### src/rtl/shift_pkg.sv
// shift_pkg: shift opcodes, Shift unit control codes, sequencer states and decode record.
package shift_pkg;
  localparam logic [1:0] SHIFT_SLL = 2'b00;
  localparam logic [1:0] SHIFT_SRL = 2'b01;
  localparam logic [1:0] SHIFT_SRA = 2'b10;
  localparam logic [5:0] F_SLL  = 6'b000000;
  localparam logic [5:0] F_SRL  = 6'b000010;
  localparam logic [5:0] F_SRA  = 6'b000011;
  localparam logic [5:0] F_SLLV = 6'b000100;
  localparam logic [5:0] F_SRLV = 6'b000110;
  localparam logic [5:0] F_SRAV = 6'b000111;
  typedef enum logic [1:0] {S_IDLE, S_EXEC, S_DONE} state_t;
  typedef struct packed {
    logic       legal;
    logic [1:0] ctrl;
    logic       use_rs;
  } decode_t;
endpackage

### src/rtl/shift_funct_decode.sv
// shift_funct_decode: maps an R-type funct field to legality, Shift unit control and amount source.
module shift_funct_decode
  import shift_pkg::*;
(
  input  logic [5:0] funct_i,
  output decode_t    dec_o
);
  // The six shifts are exactly 000xyz with yz != 01; bit 2 selects the variable form.
  always_comb begin
    dec_o.legal  = (funct_i[5:3] == 3'b000) && (funct_i[1:0] != 2'b01);
    dec_o.use_rs = funct_i[2];
    dec_o.ctrl   = funct_i[1] ? (funct_i[0] ? SHIFT_SRA : SHIFT_SRL) : SHIFT_SLL;
  end
endmodule

### src/rtl/shift_sequencer.sv
// shift_sequencer: multicycle controller that feeds the external Shift unit and hands
// the captured result back to the main control unit with a start/done handshake.
module shift_sequencer
  import shift_pkg::*;
#(
  parameter int DATA_W      = 32,
  parameter int SHAMT_W     = 5,
  parameter int EXEC_CYCLES = 1
) (
  input  logic               clk,
  input  logic               reset_n,
  input  logic               start,
  input  logic [5:0]         funct,
  input  logic [SHAMT_W-1:0] shamt_field,
  input  logic [DATA_W-1:0]  rs_val,
  input  logic [DATA_W-1:0]  rt_val,
  output logic               busy,
  output logic               done,
  output logic               wr_en,
  output logic               err,
  output logic [DATA_W-1:0]  result,
  output logic [1:0]         shift_ctrl,
  output logic [SHAMT_W-1:0] shamt,
  output logic [DATA_W-1:0]  shift_src,
  input  logic [DATA_W-1:0]  shift_out
);
  localparam logic [3:0] LAST = 4'(EXEC_CYCLES - 1);
  decode_t dec;
  state_t state_q, state_d;
  logic [3:0] cnt_q, cnt_d;
  logic [1:0] ctrl_q, ctrl_d;
  logic [SHAMT_W-1:0] amt_q, amt_d;
  logic [DATA_W-1:0] src_q, src_d, result_q, result_d;
  logic err_q, err_d;
  logic exec;
  logic unused_rs;
  assign unused_rs = ^rs_val[DATA_W-1:SHAMT_W];
  shift_funct_decode u_dec (
    .funct_i(funct),
    .dec_o  (dec)
  );
  always_comb begin
    state_d  = state_q;
    cnt_d    = cnt_q;
    ctrl_d   = ctrl_q;
    amt_d    = amt_q;
    src_d    = src_q;
    result_d = result_q;
    err_d    = err_q;
    case (state_q)
      S_IDLE: if (start) begin
        err_d   = !dec.legal;
        state_d = dec.legal ? S_EXEC : S_DONE;
        if (dec.legal) begin
          ctrl_d = dec.ctrl;
          amt_d  = dec.use_rs ? rs_val[SHAMT_W-1:0] : shamt_field;
          src_d  = rt_val;
          cnt_d  = '0;
        end
      end
      S_EXEC: begin
        cnt_d = cnt_q + 4'd1;
        if (cnt_q == LAST) begin
          result_d = shift_out;
          state_d  = S_DONE;
        end
      end
      default: state_d = S_IDLE;
    endcase
  end
  always_ff @(posedge clk or negedge reset_n) begin
    if (!reset_n) begin
      state_q  <= S_IDLE;
      cnt_q    <= '0;
      ctrl_q   <= SHIFT_SLL;
      amt_q    <= '0;
      src_q    <= '0;
      result_q <= '0;
      err_q    <= 1'b0;
    end else begin
      state_q  <= state_d;
      cnt_q    <= cnt_d;
      ctrl_q   <= ctrl_d;
      amt_q    <= amt_d;
      src_q    <= src_d;
      result_q <= result_d;
      err_q    <= err_d;
    end
  end
  assign exec       = state_q == S_EXEC;
  assign busy       = state_q != S_IDLE;
  assign done       = state_q == S_DONE;
  assign wr_en      = done && !err_q;
  assign err        = done && err_q;
  assign result     = result_q;
  assign shift_ctrl = exec ? ctrl_q : SHIFT_SLL;
  assign shamt      = exec ? amt_q : '0;
  assign shift_src  = exec ? src_q : '0;
endmodule

### config.mk
export PLATFORM = sky130hd
export DESIGN_NAME = shift_sequencer
export DESIGN_NICKNAME = d
export VERILOG_FILES = /design/src/rtl/shift_pkg.sv /design/src/rtl/shift_funct_decode.sv /design/src/rtl/shift_sequencer.sv
export SDC_FILE = /design/constraint.sdc
export NUM_CORES = 1
export LEC_CHECK = 0
export BUFFER_PORTS_ARGS = -buffer_cell sky130_fd_sc_hd__buf_2
export CAP_MARGIN = 20
export CORE_MARGIN = 4
export CORE_UTILIZATION = 23
export CTS_CLUSTER_DIAMETER = 100
export CTS_CLUSTER_SIZE = 10
export DETAILED_ROUTE_END_ITERATION = 12
export PLACE_DENSITY = 0.49
export SYNTH_ARGS = -nofsm -noshare
export SYNTH_HDL_FRONTEND = slang
export SYNTH_SLANG_ARGS = --single-unit
### constraint.sdc
create_clock -name clk -period 1.9 [get_ports clk]
set_input_delay 0.285 -clock clk [delete_from_list [all_inputs] [get_ports clk]]
set_output_delay 0.285 -clock clk [all_outputs]
set_load 0.01 [all_outputs]
==> out/metrics.cfg <==
[synthesis]
syn_area_sq_um=3457
ys_seq_elements=78
synthesis.nets=362
avgSynthCellArea_sq_um=13.83
synthCells=250
synth_warnings=0
yosysSeqAreaShare_pct=56.46
synth.distinct_cells=28

[global_routing]
grt_antenna_before_repair=0
grt.total_usage_pct=10.11
grt_max_degree=37
gr-total-overflow=0
grt_pass1_wl_um=13020
grt_pass1_vias=2535

[sta]
hold_viol_final=0
drv_slew=0
tightestPinTransition_ns=0.3499
setup_viol=0
layout_min_cycle_time_ns=1.847
fmax_mhz=541.5
worst_clock_skew_ns=0.005073
rsz0062_at_grt=true
min_period_over_period_pct=97.20
relSlewSlack_pct=76.67
tns_ns=0

[setup_path]
path_cells=buf_6, nor2b_4, buf_12, clkbuf_16, and2_1, buf_2
cp.required_ns=1.62
cp_max_fo=6
cp-end-kind=output port
path_buf_inv=4
cpLargestDelayFamily=buffers and inverters
max_stage_delay_ns=0.39
crit_arrival_ns=1.56
startpoint_type=register
cp_slowest_cell=dfrtp_1
worstSetupPathType=register to output port

[clock_network]
cts_buffer_depth=2
cts_htree_levels=3
clk_pin_slew_ns=0.06
cts_tree=built
clock_sinks=78
clock_latency_ns=0.34
root_buffer=clkbuf_16
numCtsBuffers=9

[finish]
diodes=0
finalCoreUtilization_pct=34.81
n_fill_cell=1497
final_area_sq_um=5097
final_nets=532
drive_above_1_share_pct=62.59
syn_to_final_growth_pct=47.45

[floorplanning]
die_area_sq_um=17060
start_util_pct=23.61
row_count=44
ios=185
die_h_um=130.6
die_w_um=130.6
core_area_sq_um=14640

[detailed_routing]
via_count=2464
vias_per_cell=4.046
wl_per_cell_um=14.72
ant_nets=0
drtPass1Iterations=4
drt-total-wl_um=8964
drtIter0Drc=62
drc=0

[power]
powerDensity_nw_per_um2=1343
leakage_nw=2.681
ir_drop_mv=0.4956

[placement]
dpl_cell_area_sq_um=4503
port_buffers=157
place_hpwl_um=6181
gp_congestion=0.7147

[min_path]
min_path_type=input port to register

[run_status]
status=complete, no violations

[job]
max-cap-violations=0

worst reg2reg max path, delay by kind of cell, from the launching register on:
| family | cells | cell delay, ns |
|---|---|---|
| AND/OR/NAND/NOR | 2 | 0.64 |
| flip-flops | 1 | 0.45 |
| multiplexers | 1 | 0.34 |
| buffers and inverters | 1 | 0.23 |
cells in the mapped netlist:
cell type | number | area share, %
dfrtp_1 | 78 | 56
and2_1 | 42 | 7.6
mux2_2 | 32 | 10
mux2_4 | 32 | 14
nand2_1 | 13 | 1.4
o21ai_0 | 9 | 1.3
clkbuf_1 | 5 | 0.54
inv_1 | 5 | 0.54
mux2i_1 | 5 | 1.4
buf_2 | 4 | 0.58
buf_6 | 4 | 1.3
ha_1 | 2 | 0.72
nand2b_1 | 2 | 0.36
nor2b_1 | 2 | 0.36
nor3_1 | 2 | 0.29
a21boi_0 | 1 | 0.22
a21o_1 | 1 | 0.22
a21oi_1 | 1 | 0.14
a31oi_1 | 1 | 0.18
buf_1 | 1 | 0.11
nand3_1 | 1 | 0.14
nand3b_4 | 1 | 0.58
nand4_1 | 1 | 0.18
nor2_1 | 1 | 0.11
nor3b_1 | 1 | 0.22
o21ai_1 | 1 | 0.14
or3b_1 | 1 | 0.25
xnor2_1 | 1 | 0.25
logic make-up (layout without fill, tap and decap cells):
kind of cell             after synthesis  in the layout  share of synthesized area, %
XOR/XNOR                               1              1                        0.2534
multiplexers                          69             69                         25.77
adder cells (fa/ha/maj)                2              2                        0.7237
flip-flops                            78             78                         56.46
AND/OR/NAND/NOR                       67             67                         11.51
buffers and inverters                 19            194                         3.076
AO/OA/AOI/OAI                         14             14                         2.208
routing by layer:
layer,vias up,share of wire (%),wire length [um],GRT usage [%]
met1,1198,44,3933,12.53
met3,11,6.6,595,4.065
met5,-,0,0,0
met4,0,1.6,142,4.235
met2,75,48,4292,15.67
li1,1180,-,-,-
final timing paths:
kind	from	end	slack [ns]	cells after the start
worst min register to register	amt_q[1]	amt_q[1]	0.47	2
worst max register to register	state_q[1]	src_q[5]	0.13	4
worst max-delay path	state_q[0]	shift_src[21]	0.05	6
min in group asynchronous	reset_n	result[17]	0.39	2
max in group asynchronous	reset_n	err_q	0.90	3
worst min-delay path	shift_out[21]	result[21]	0.17	2
cells in the final DEF, fill, tap and decap left out, types with 5 or more instances in the layout:
master / instances
o21ai_0: 9
buf_12: 5
clkbuf_16: 11
buf_2: 149
mux2i_1: 5
dfrtp_1: 78
buf_4: 5
mux2_4: 32
inv_1: 5
and2_1: 29
mux2_2: 32
and2_4: 13
buf_6: 10
nand2_1: 13
bufinv_16: 5
per-stage QoR:
| stage | setup WS, ns | hold WS, ns | cells | power [mW] |
|---|---|---|---|---|
| detailed placement | 0.2038 | 0.2252 | 587 | 4.570 |
| global route | -0.01157 | 0.1613 | 609 | 7.291 |
| CTS | 0.03183 | 0.1517 | 604 | 6.876 |
| global placement | 0.1843 | 0.2213 | 587 | 4.518 |
| finish | 0.05313 | 0.1710 | 609 | 6.847 |
| floorplan | 0.3113 | -0.01059 | 250 | 3.783 |
where the power goes:
group          internal [mW]  switching [mW]  total (mW)
Sequential              2.36           0.345        2.70
Clock                   1.55           0.686        2.24
Combinational           1.13           0.778        1.91
cell type report:
class	count	area, sq um	area share, %
clock buffer	10	229.0	4.492
clock inverter	6	157.7	3.093
inverter	5	18.77	0.3682
multi-input combinational	153	1439	28.23
sequential	78	1952	38.29
tap	184	230.2	4.516
timing repair buffer	173	1071	21.01
timing repair:
item	in CTS	in global routing
gates cloned	0	3
buffers inserted	0	3
hold endpoints to repair	23	0
hold buffers	1	0
resized for setup	1	29
endpoints found under the setup margin	1	21
state kept, by name, indices dropped and copies added, names as in the netlist:
signal / cells
err_q: 1
ctrl_q: 2
result: 32
cnt_q: 4
state_q: 2
amt_q: 5
src_q: 32
(Power assumes the default switching activity.)
